$ cat src/rtl/lcd_pkg.sv
// rtl/lcd_pkg.sv - shared constants, state type and address helpers for the LCD bus responder
package lcd_pkg;

   localparam logic [7:0] OP_CLEAR   = 8'h01;
   localparam logic [7:0] OP_HOME    = 8'h02;
   localparam logic [7:0] OP_ENTRY   = 8'h04;
   localparam logic [7:0] OP_DISPCTL = 8'h08;
   localparam logic [7:0] OP_SHIFT   = 8'h10;
   localparam logic [7:0] OP_FUNC    = 8'h20;
   localparam logic [7:0] OP_CGADDR  = 8'h40;
   localparam logic [7:0] OP_DDADDR  = 8'h80;

   localparam logic [6:0] LINE1_BASE = 7'h00;
   localparam logic [6:0] LINE2_BASE = 7'h40;
   localparam logic [6:0] LINE1_LAST = 7'h27;
   localparam logic [6:0] LINE2_LAST = 7'h67;

   typedef enum logic {
      ST_IDLE  = 1'b0,
      ST_CLEAR = 1'b1
   } resp_state_t;

   // DDRAM cursor step with the two-line wrap between 0x27/0x40 and 0x67/0x00
   function automatic logic [6:0] step_addr(input logic [6:0] a, input logic inc);
      logic [6:0] n;
      if (inc) begin
         if (a == LINE1_LAST)      n = LINE2_BASE;
         else if (a == LINE2_LAST) n = LINE1_BASE;
         else                      n = a + 7'd1;
      end else begin
         if (a == LINE1_BASE)      n = LINE2_LAST;
         else if (a == LINE2_BASE) n = LINE1_LAST;
         else                      n = a - 7'd1;
      end
      return n;
   endfunction

   function automatic logic addr_visible(input logic [6:0] a);
      return (a[6:4] == 3'b000) || (a[6:4] == 3'b100);
   endfunction

endpackage

$ cat src/rtl/lcd_strobe_sync.sv
// rtl/lcd_strobe_sync.sv - bus input synchronizer and lcd_e falling-edge detector
module lcd_strobe_sync #(
   parameter int SYNC_STAGES = 2
) (
   input  logic       clk,
   input  logic       rst,
   input  logic       lcd_e,
   input  logic       lcd_rs,
   input  logic       lcd_rw,
   input  logic [7:0] lcd_data,
   output logic       strobe,
   output logic       rs,
   output logic       rw,
   output logic [7:0] data
);

   // All bus bits share one chain so rs/rw/data line up with the detected edge
   logic [10:0] r_sync [SYNC_STAGES];
   logic        r_e_prev;
   logic [10:0] w_last;

   always_ff @(posedge clk or negedge rst) begin
      if (!rst) begin
         for (int i = 0; i < SYNC_STAGES; i++) r_sync[i] <= '0;
         r_e_prev <= 1'b0;
      end else begin
         r_sync[0] <= {lcd_e, lcd_rs, lcd_rw, lcd_data};
         for (int i = 1; i < SYNC_STAGES; i++) r_sync[i] <= r_sync[i-1];
         r_e_prev <= r_sync[SYNC_STAGES-1][10];
      end
   end

   assign w_last = r_sync[SYNC_STAGES-1];
   assign strobe = r_e_prev && !w_last[10];
   assign rs     = w_last[9];
   assign rw     = w_last[8];
   assign data   = w_last[7:0];

endmodule

$ cat src/rtl/lcd_bus_responder.sv
// rtl/lcd_bus_responder.sv - HD44780-style bus responder with 2x16 character buffer
module lcd_bus_responder
   import lcd_pkg::*;
#(
   parameter int         SYNC_STAGES = 2,
   parameter logic [7:0] FILL_CHAR   = 8'h20
) (
   input  logic       clk,
   input  logic       rst,
   input  logic       lcd_e,
   input  logic       lcd_rs,
   input  logic       lcd_rw,
   input  logic [7:0] lcd_data,
   input  logic [4:0] rd_addr,
   output logic [7:0] rd_char,
   output logic [6:0] cursor_addr,
   output logic       init_done,
   output logic       two_line,
   output logic       disp_on,
   output logic       cursor_on,
   output logic       blink_on,
   output logic       entry_inc,
   output logic       entry_shift,
   output logic       busy,
   output logic       cmd_valid,
   output logic [7:0] cmd_code,
   output logic       wr_valid,
   output logic       oor,
   output logic       err
);

   logic        w_strobe, w_rs, w_rw;
   logic [7:0]  w_data;

   resp_state_t r_state, w_next_state;
   logic [4:0]  r_clr_idx;
   logic [7:0]  r_buf [32];
   logic [7:0]  r_rd_char;
   logic [6:0]  r_cursor;
   logic        r_cg_mode;
   logic        r_init_done, r_two_line, r_disp_on, r_cursor_on, r_blink_on;
   logic        r_entry_inc, r_entry_shift;
   logic        r_cmd_valid, r_wr_valid, r_oor, r_err;
   logic [7:0]  r_cmd_code;

   logic        w_accept, w_cmd, w_dat, w_reject, w_store;
   logic [4:0]  w_idx;

   lcd_strobe_sync #(.SYNC_STAGES(SYNC_STAGES)) u_sync (
      .clk      (clk),
      .rst      (rst),
      .lcd_e    (lcd_e),
      .lcd_rs   (lcd_rs),
      .lcd_rw   (lcd_rw),
      .lcd_data (lcd_data),
      .strobe   (w_strobe),
      .rs       (w_rs),
      .rw       (w_rw),
      .data     (w_data)
   );

   assign w_accept = w_strobe && (r_state == ST_IDLE) && !w_rw;
   assign w_cmd    = w_accept && !w_rs;
   assign w_dat    = w_accept && w_rs;
   assign w_reject = w_strobe && ((r_state == ST_CLEAR) || w_rw);
   assign w_store  = w_dat && !r_cg_mode && addr_visible(r_cursor);
   assign w_idx    = {r_cursor[6], r_cursor[3:0]};

   always_ff @(posedge clk or negedge rst) begin
      if (!rst) r_state <= ST_IDLE;
      else      r_state <= w_next_state;
   end

   always_comb begin
      w_next_state = r_state;
      case (r_state)
         ST_IDLE:  if (w_cmd && (w_data == OP_CLEAR)) w_next_state = ST_CLEAR;
         ST_CLEAR: if (r_clr_idx == 5'd31)            w_next_state = ST_IDLE;
         default:  w_next_state = ST_IDLE;
      endcase
   end

   always_ff @(posedge clk or negedge rst) begin
      if (!rst) begin
         r_clr_idx     <= '0;
         r_cursor      <= LINE1_BASE;
         r_cg_mode     <= 1'b0;
         r_init_done   <= 1'b0;
         r_two_line    <= 1'b0;
         r_disp_on     <= 1'b0;
         r_cursor_on   <= 1'b0;
         r_blink_on    <= 1'b0;
         r_entry_inc   <= 1'b1;
         r_entry_shift <= 1'b0;
         r_cmd_valid   <= 1'b0;
         r_cmd_code    <= '0;
         r_wr_valid    <= 1'b0;
         r_oor         <= 1'b0;
         r_err         <= 1'b0;
      end else begin
         r_cmd_valid <= w_cmd;
         r_wr_valid  <= w_store;
         r_oor       <= w_dat && !w_store;
         r_err       <= w_reject;
         if (r_state == ST_CLEAR) r_clr_idx <= r_clr_idx + 5'd1;
         if (w_cmd) begin
            r_cmd_code <= w_data;
            // Priority decode on the highest set bit of the instruction byte
            casez (w_data)
               8'b1???????: begin
                  r_cg_mode <= 1'b0;
                  r_cursor  <= w_data[6:0];
               end
               8'b01??????: r_cg_mode <= 1'b1;
               8'b001?????: begin
                  r_two_line <= w_data[3];
                  if (w_data[4]) r_init_done <= 1'b1;
               end
               8'b0001????: if (!w_data[3]) r_cursor <= step_addr(r_cursor, w_data[2]);
               8'b00001???: begin
                  r_disp_on   <= w_data[2];
                  r_cursor_on <= w_data[1];
                  r_blink_on  <= w_data[0];
               end
               8'b000001??: begin
                  r_entry_inc   <= w_data[1];
                  r_entry_shift <= w_data[0];
               end
               8'b0000001?: r_cursor <= LINE1_BASE;
               8'b00000001: begin
                  r_cursor    <= LINE1_BASE;
                  r_entry_inc <= 1'b1;
                  r_cg_mode   <= 1'b0;
                  r_clr_idx   <= '0;
               end
               default: ;
            endcase
         end
         if (w_dat && !r_cg_mode) r_cursor <= step_addr(r_cursor, r_entry_inc);
      end
   end

   always_ff @(posedge clk or negedge rst) begin
      if (!rst) begin
         for (int i = 0; i < 32; i++) r_buf[i] <= FILL_CHAR;
         r_rd_char <= '0;
      end else begin
         if (r_state == ST_CLEAR) r_buf[r_clr_idx] <= FILL_CHAR;
         else if (w_store)        r_buf[w_idx]     <= w_data;
         r_rd_char <= r_buf[rd_addr];
      end
   end

   assign rd_char     = r_rd_char;
   assign cursor_addr = r_cursor;
   assign init_done   = r_init_done;
   assign two_line    = r_two_line;
   assign disp_on     = r_disp_on;
   assign cursor_on   = r_cursor_on;
   assign blink_on    = r_blink_on;
   assign entry_inc   = r_entry_inc;
   assign entry_shift = r_entry_shift;
   assign busy        = (r_state == ST_CLEAR);
   assign cmd_valid   = r_cmd_valid;
   assign cmd_code    = r_cmd_code;
   assign wr_valid    = r_wr_valid;
   assign oor         = r_oor;
   assign err         = r_err;

endmodule

$ cat config.mk
export PLATFORM = sky130hd
export DESIGN_NAME = lcd_bus_responder
export DESIGN_NICKNAME = d
export VERILOG_FILES = /design/src/rtl/lcd_pkg.sv /design/src/rtl/lcd_strobe_sync.sv /design/src/rtl/lcd_bus_responder.sv
export SDC_FILE = /design/constraint.sdc
export NUM_CORES = 1
export LEC_CHECK = 0
export ABC_CLOCK_PERIOD_IN_PS = 3800
export CORE_ASPECT_RATIO = 1.75
export CORE_UTILIZATION = 55
export CTS_CLUSTER_DIAMETER = 100
export CTS_CLUSTER_SIZE = 8
export DETAILED_ROUTE_END_ITERATION = 8
export DONT_BUFFER_PORTS = 1
export GPL_ROUTABILITY_DRIVEN = 0
export PLACE_DENSITY = 0.78
export SYNTH_ARGS = -nofsm -noshare
export SYNTH_HDL_FRONTEND = slang
export SYNTH_SLANG_ARGS = --single-unit
$ cat constraint.sdc
create_clock -name clk -period 3.8 [get_ports clk]
set_clock_uncertainty 0.15 [all_clocks]
set_input_delay 1.14 -clock clk [delete_from_list [all_inputs] [get_ports clk]]
set_output_delay 1.14 -clock clk [all_outputs]
set_load 0.02 [all_outputs]
==> results of run 1 <==
state kept, by name (all words and copies together), names as in the netlist, 5 cells and up:
register and flops:
u_sync.r_sync 11, cmd_code 8, r_buf 256, rd_char 8
u_sync.w_last 11, cursor_addr 7, r_clr_idx 5
power breakdown:
group	total [mW]	switching [mW]	internal [mW]
Clock	3.74	1.46	2.29
Combinational	0.517	0.300	0.216
Sequential	3.75	0.217	3.53
area by class of cell:
cell class | instances | area share, %
clock inverters | 1 | 0.0550
multi-input cells | 594 | 36.9
inverters | 41 | 0.967
clock buffers | 80 | 8.17
repair buffers | 17 | 0.802
well taps | 316 | 2.49
diodes | 1 | 0.0157
flip-flops and latches | 320 | 50.6
cell families (layout without fill, tap and decap cells):
kind of cell	Yosys count	after routing	share of synthesized area, %
AOI/OAI and AO/OA	342	342	19.2
xor gates and xnor gates	5	5	0.305
adders and majority gates	10	10	0.871
buffers and inverters	115	139	3.13
DFF	320	320	56.0
muxes	99	99	14.0
other	0	1	0
and+or+nand+nor	138	138	6.47
worst paths after layout:
| check | depth (start not counted) | startpoint | slack, ps | to |
|---|---|---|---|---|
| max | 5 | cursor_addr[5]$_DFFE_PN0P_ | 650 | r_buf[187]$_DFFE_PN0P_ |
| min | 0 | rst | 140 | cmd_code[0]$_DFFE_PN0P_ |
| max reg2reg | 5 | cursor_addr[5]$_DFFE_PN0P_ | 650 | r_buf[187]$_DFFE_PN0P_ |
| min reg2reg | 0 | u_sync.r_sync[12]$_DFF_PN0_ | 190 | u_sync.w_last[1]$_DFF_PN0_ |
| max in group asynchronous | 0 | rst | 2570 | r_buf[142]$_DFFE_PN0P_ |
| min in group clk | 0 | u_sync.r_sync[12]$_DFF_PN0_ | 190 | u_sync.w_last[1]$_DFF_PN0_ |
worst max-delay path: stages (launching register included):
cell     delay (ps)
dfrtp_1         570
nor2_1          650
nand3_2         580
nor2_2          520
a21oi_1         250
a22o_1          290
through the flow:
step / setup WS [ps] / utilization [%] / power, mW
2_1_floorplan: 465 / - / 4.19
3_3_place_gp: 930 / 57.4 / 4.28
3_5_place_dp: 868 / 57.4 / 4.30
4_1_cts: 797 / 62.5 / 8.05
5_1_grt: 519 / 62.6 / 8.25
6_report: 654 / 62.6 / 8.01
Yosys cell counts, drive strengths merged, types with 16 or more instances:
library cell	count	area (um^2)
dfrtp	287	7180
a22o	226	1980
mux4	80	1800
clkbuf	61	229
nor2	52	403
inv	40	150
a21oi	36	210
a22oi	33	248
dfstp	33	867
nand2	25	93.8
mux2	17	191
o21ai	16	80.1
per-layer routing:
metal / GRT usage (%) / routed length [um]
met1: 38.2 / 13400
met5: 0 / 0
met2: 49.4 / 19500
met4: 18.1 / 2450
met3: 5.79 / 2750
==> key figures, run 1 <==
Run status
  – Status: completed

Clock network
  – CTS sink cnt: 320
  – H-tree levels: 2
  – Post-CTS sizing: 0
  – Setup Buffers After CTS: 0
  – Insertion delay to the later sink of the worst-skew pair: 550 ps
  – Deepest clock path buffer count: 3
  – CTS root buffer: clkbuf_16
  – CTS Hold Buffers Added: 0
  – Clk slew on worst S/H paths: 60 ps
  – CTS tree: yes
  – Num CTS Buffers: 45

Die
  – Die Span Y: 216 um
  – Die X-Extent: 124 um
  – Ports: between 50 and 60
  – Core Region: 25400 um^2
  – Rows: 77
  – Initial Util: 56.5%
  – Die area: between 20000 and 30000 um^2

Layout
  – Area Growth Syn to Fin: 10.7%
  – Ratio of cells with drive above 1 in the final layout: a little under a quarter
  – Multi-input logic area: 5870 um^2
  – Register area: about 8000 um^2
  – Commonest non-fill, non-tap cells in the layout: dfrtp_1 (287), a22o_1 (226), mux4_2 (80)
  – Most common cell after layout, fill and taps aside: dfrtp_1
  – Fin nets: 1047
  – # fillers: 1896
  – Post-route cell area: between 15000 and 20000 um^2
  – Post-Layout Cell Count: 1370

Timing
  – Worst slew pin tran: 954 ps
  – Hold_ws: approximately 140 ps
  – Period utilization: 82.8%
  – Fin crit period: 3150 ps
  – RSZ-0062 raised after global routing: no
  – Slew headroom: 36.4%
  – Fin Setup TNS: 0 ps
  – Fin. Hold Viols: 0
  – Final setup vio count: 0
  – Fin. max-slew vios: 0
  – F_max: 318 MHz

Global route
  – Number of global-route vias before repair: a little over 10000
  – GRT Resource Usage Total: between 30 and 40%
  – First-pass GRT wire length: 60.7 mm
  – Initial antenna violation count: 1
  – Largest net degree at the start of global routing: 321
  – Total gr overflow: 0

Synthesis
  – Mean Syn Cell Area: 14.0 um^2
  – Main synth FF type: dfrtp_1
  – Synth unique cells: 61
  – YS warnings: 0
  – Cells after Synth: 1029
  – Post-synthesis sequential area ratio: 56.0%
  – Ys async rst share: 100%
  – Yosys reg bits: 320
  – Post-Syn Nets: approximately 1100
  – Number of synthesized flops with an enable pin: 0
  – Synthesized area: 14400 um^2

Detailed routing
  – Final antenna-violating net count: 0
  – Post-Route WL: 38.2 mm
  – WL/cell: 27.9 um
  – Remaining DRCs: 0
  – Initial DRC Count: 816
  – Drt pass-1 iters: 5
  – Vias: a little under 10000
  – DR vias/cell: around 7

Placed design
  – Cells after DPL: 1288
  – PortBufs: 0
  – Detail Placement HPWL: 23.8 mm
  – Placement Cell Area: 14600 um^2

Setup path
  – Critical path class: reg2reg
  – Crit Path Max Fanout: 11
  – CP Data Required Time: 4080 ps
  – Setup crit end kind: register
  – Arr. time, crit path: 3430 ps
  – Critical path startpoint category: register

Run
  – MaxCap Viol Count: 0

Power
  – Max VDD drop: 413 uV
  – Pwr Density: 503 nW/um^2
  – P_leak: 7.26 nW

Min path
  – Worst min-delay path category: in2async
No activity file was read; power rests on OpenSTA's default activity.
==> run 2, diff against run 1 <==
ABC_CLOCK_PERIOD_IN_PS = 3300   (was 3800)
clock period = 3.3 ns   (was 3.8 ns; I/O delays follow)
==> key figures, run 2 (synthesis results as in run 1) <==
Run status
  – Status: finished with violations
  – Failing checks: hold timing

Detailed routing
  – DR vias/cell: 7.08
  – Remaining DRCs: 0
  – WL/cell: 28.2 um
  – Wire length on met3: between 3 and 4 mm
  – Max layer used: met4
  – Final antenna-violating net count: 0
  – Initial DRC Count: around 1200
  – Post-Route WL: 39.2 mm
  – Drt pass-1 iters: 5
  – Vias: 9833
  – Post-Route M1 WL: 14.3 mm
  – Met2 WL post-DR: about 19 mm

Die
  – Die X-Extent: 124 um
  – Die Span Y: roughly 220 um
  – Core Region: 25400 um^2
  – Rows: between 70 and 80
  – Die area: ~27000 um^2
  – Initial Util: 56.5%
  – Ports: 53

Setup path
  – Critical path startpoint category: register
  – Worst r2r dst: cursor_addr[6]$_DFFE_PN0P_
  – Crit Path Max Fanout: 15
  – Setup crit start: busy$_DFF_PN0_
  – Worst reg-to-reg setup slack: 270 ps
  – Arr. time, crit path: ~3300 ps
  – Setup crit end kind: register
  – Worst r2r path cells: 7
  – CP Data Required Time: 3600 ps
  – RR Startpoint: busy$_DFF_PN0_
  – Critical path class: reg2reg

Power
  – Int Pwr: roughly 6.9 mW
  – Reg power frac: between 40% and 50%
  – Comb pwr share: 7.1%
  – Clk pwr share: 46.8%
  – Switching portion of total power: 25.7%
  – P_leak: 7.36 nW
  – Max VDD drop: approximately 550 uV
  – Sw Pwr: 2.38 mW
  – Pwr Density: 578 nW/um^2
  – Pwr Total: 9.28 mW

Clock network
  – Setup Buffers After CTS: 0
  – Clk slew on worst S/H paths: 50 ps
  – H-tree levels: 2
  – Deepest clock path buffer count: 3
  – Insertion delay to the later sink of the worst-skew pair: 570 ps
  – Num CTS Buffers: 45
  – CTS tree: yes
  – CTS root buffer: clkbuf_16
  – CTS sink cnt: 320
  – Post-CTS sizing: 0

Min path
  – Worst min-delay path category: in2async

Timing
  – Period utilization: 91.7%
  – Final setup vio count: 0
  – Fin. max-slew vios: 0
  – Slew headroom: between 20% and 30%
  – Fin crit period: a little over 3000 ps
  – Fin. Hold Viols: 23
  – Fin Setup TNS: 0 ps
  – RSZ-0062 raised after global routing: no
  – Hold_ws: -17.6 ps
  – Worst slew pin tran: 1080 ps
  – F_max: 330 MHz

Global route
  – First-pass GRT wire length: 61.6 mm
  – Initial antenna violation count: 0
  – Number of global-route vias before repair: 10300
  – GRT Resource Usage Total: 31.1%
  – Largest net degree at the start of global routing: between 300 and 400
  – Total gr overflow: 0

Layout
  – Ant. Diodes: 0
  – Post-route cell area: 16100 um^2
  – Area Growth Syn to Fin: 11.8%
  – Final core occ: 63.1%
  – Register with the most flip-flops: r_buf
  – Ratio of cells with drive above 1 in the final layout: 24.8%
  – Commonest non-fill, non-tap cells in the layout: dfrtp_1 (287), a22o_1 (226), mux4_2 (80)
  – Most common cell after layout, fill and taps aside: dfrtp_1
  – Fin nets: 1067
  – Largest register FFs: 256
  – # fillers: 1877

Placed design
  – Placement Cell Area: approximately 15000 um^2
  – PortBufs: 0
  – Detail Placement HPWL: 24.1 mm

Run
  – MaxCap Viol Count: 0
## run 2: how the worst max path moves through the flow
stage	end	slack [ps]
floorplan	rd_char[0]$_DFF_PN0_	110
global placement	cursor_addr[6]$_DFFE_PN0P_	450
detailed placement	cursor_addr[6]$_DFFE_PN0P_	370
CTS	cursor_addr[6]$_DFFE_PN0P_	290
global route	cursor_addr[6]$_DFFE_PN0P_	110
finish	cursor_addr[6]$_DFFE_PN0P_	270
## run 2: power by group through the flow
stage / Sequential, mW / Clock [mW] / Combinational [mW]
4_1_cts: 4.27 / 4.38 / 0.653
5_1_grt: 4.29 / 4.54 / 0.706
6_report: 4.28 / 4.34 / 0.660
2_1_floorplan: 4.27 / 0 / 0.554
3_3_place_gp: 4.33 / 0 / 0.633
3_5_place_dp: 4.33 / 0 / 0.648
## run 2: layout make-up
cell class              count  area, um^2  share of cell area, %
flip-flops and latches    320        8050                   50.1
multi-input cells         594        5870                   36.6
clock buffers              77        1250                   7.76
well taps                 316         395                   2.46
repair buffers             37         278                   1.73
inverters                  41         154                  0.958
clock inverters             3        66.3                  0.413
## run 2: routing by layer
layer  vias up  global-route usage [%]
met1      5099                    40.5
li1       4026                       -
met2       562                    47.4
met5         -                       0
met3       146                    6.74
met4         0                    18.5
## run 2: metrics by stage
stage,cells,setup WS [ps],hold slack (ps)
finish,1388,274,-17.6
global route,1388,110,-43.2
CTS,1388,294,-37.0
detailed placement,1308,372,186
global placement,1308,451,184
floorplan,1029,115,181
## run 2: critical path, stage by stage, from the launching register on
cell	delay, ps
dfrtp_1	380
buf_4	200
nor4b_1	630
nand2b_1	500
inv_1	300
a31o_2	360
o21ai_0	140
a22o_1	250
==> run 3, diff against run 2 <==
CTS_CLUSTER_SIZE = 12   (was 8)
==> key figures, run 3 (synthesis results as in run 1) <==
Run status
  – Status: finished with violations
  – Failing checks: hold timing

Die
  – Ports: 53
  – Initial Util: 56.5%
  – Die area: 26800 um^2
  – Rows: 77
  – Core Region: 25400 um^2
  – Die Span Y: 216 um
  – Die X-Extent: between 100 and 150 um

Detailed routing
  – Initial DRC Count: around 1100
  – Final antenna-violating net count: 0
  – DR vias/cell: 7.11
  – Vias: about 9700
  – Post-Route WL: 38.6 mm
  – WL/cell: around 28 um
  – Drt pass-1 iters: 5
  – Remaining DRCs: 0

Setup path
  – Critical path startpoint category: register
  – Arr. time, crit path: about 3300 ps
  – CP Data Required Time: 3640 ps
  – Slowest CP cell: nor4b_1
  – Max stage delay on crit path: 590 ps
  – CP Cell Sequence: buf_4, nor4b_1, nand2b_1, inv_1, a31o_2, o21ai_0, a22o_1
  – Crit Path Max Fanout: 15
  – Setup crit end kind: register
  – Critical path class: reg2reg

Global route
  – Initial antenna violation count: 0
  – Largest net degree at the start of global routing: 321
  – GRT Resource Usage Total: 30.5%
  – Number of global-route vias before repair: 10100
  – First-pass GRT wire length: 60.8 mm
  – Total gr overflow: 0

Layout
  – Largest register FFs: between 200 and 300
  – Commonest non-fill, non-tap cells in the layout: dfrtp_1 (287), a22o_1 (226), mux4_2 (80)
  – Fin nets: 1052
  – Most common cell after layout, fill and taps aside: dfrtp_1
  – Area Growth Syn to Fin: 8.82%
  – Ratio of cells with drive above 1 in the final layout: 23.9%
  – Post-route cell area: 15600 um^2
  – Ant. Diodes: 0
  – Register with the most flip-flops: r_buf

Clock network
  – Clk slew on worst S/H paths: 60 ps
  – Deepest clock path buffer count: 3
  – CTS tree: yes
  – Insertion delay to the later sink of the worst-skew pair: 610 ps
  – Setup Buffers After CTS: 0
  – Num CTS Buffers: 30
  – H-tree levels: 1
  – CTS root buffer: clkbuf_16
  – CTS sink cnt: 320

Power
  – Max VDD drop: 483 uV
  – Pwr Density: 525 nW/um^2
  – P_leak: 7.16 nW

Timing
  – RSZ-0062 raised after global routing: no
  – Final worst slack: approximately 340 ps
  – Fin. max-slew vios: 0
  – F_max: 337 MHz
  – Fin crit period: 2960 ps
  – Fin Setup TNS: 0 ps
  – Hold_ws: -56.5 ps
  – Worst slew pin tran: 1050 ps
  – Slew headroom: between 30% and 40%
  – Final setup vio count: 0
  – Fin. Hold Viols: 125
  – Period utilization: 89.8%

Min path
  – Worst min-delay path category: in2async

Placed design
  – PortBufs: 0
  – Placement Cell Area: 14700 um^2
  – Pre-CTS setup slack: 372 ps
  – Detail Placement HPWL: 24.1 mm

Run
  – MaxCap Viol Count: 0
[run 3: layer usage]
layer  vias up  track usage [%]  part of all wire (%)
li1       3975                -                     -
met1      5011             40.6                    37
met2       543             46.2                    49
met3       150             5.71                   8.0
met4         0             18.2                   6.5
met5         -                0                     0
[run 3: what timing repair did]
action,in CTS,in global routing
endpoints found under the hold margin,287,193
endpoints found under the setup margin,0,0
resized for setup,0,0
[run 3: metrics by stage]
step | total power, mW | hold WS [ps] | util (%) | cells
2_1_floorplan | 4.82 | 181 | - | 1029
3_3_place_gp | 4.96 | 184 | 58.0 | 1308
3_5_place_dp | 4.98 | 186 | 58.0 | 1308
4_1_cts | 8.23 | -78.5 | 61.5 | 1361
5_1_grt | 8.46 | -76.9 | 61.5 | 1361
6_report | 8.21 | -56.5 | 61.5 | 1361
[run 3: path summary, 6_finish.rpt]
check                                            start                          to  slack, ps  cells past startpoint
max                                     busy$_DFF_PN0_  cursor_addr[6]$_DFFE_PN0P_        340                      7
min                                                rst        blink_on$_DFFE_PN0P_        -60                      0
max reg2reg                             busy$_DFF_PN0_  cursor_addr[6]$_DFFE_PN0P_        340                      7
min reg2reg                u_sync.r_sync[20]$_DFF_PN0_  u_sync.w_last[9]$_DFF_PN0_        200                      0
max in group asynchronous                          rst      r_buf[205]$_DFFE_PN1P_       2570                      0
min in group clk           u_sync.r_sync[20]$_DFF_PN0_  u_sync.w_last[9]$_DFF_PN0_        200                      0
[run 3: cell type report]
| type | count | area (um^2) |
|---|---|---|
| Clock inverter | 2 | 60.1 |
| Inverter | 41 | 154 |
| Tap cell | 316 | 395 |
| Fill cell | 1923 | 9800 |
| Sequential cell | 320 | 8050 |
| Timing Repair Buffer | 37 | 278 |
| Clock buffer | 51 | 830 |
| Multi-Input combinational cell | 594 | 5870 |
[run 3: power by group]
| part | switching, mW | internal [mW] |
|---|---|---|
| Combinational | 0.390 | 0.271 |
| Sequential | 0.216 | 4.06 |
| Clock | 1.50 | 1.78 |
[run 3: worst max-delay path: cells and delay by family (launching register included)]
family                 cells  cell delay, ps
buffers and inverters      2             510
AND/OR/NAND/NOR            2            1070
flip-flops                 1             380
AO/OA/AOI/OAI              3             740
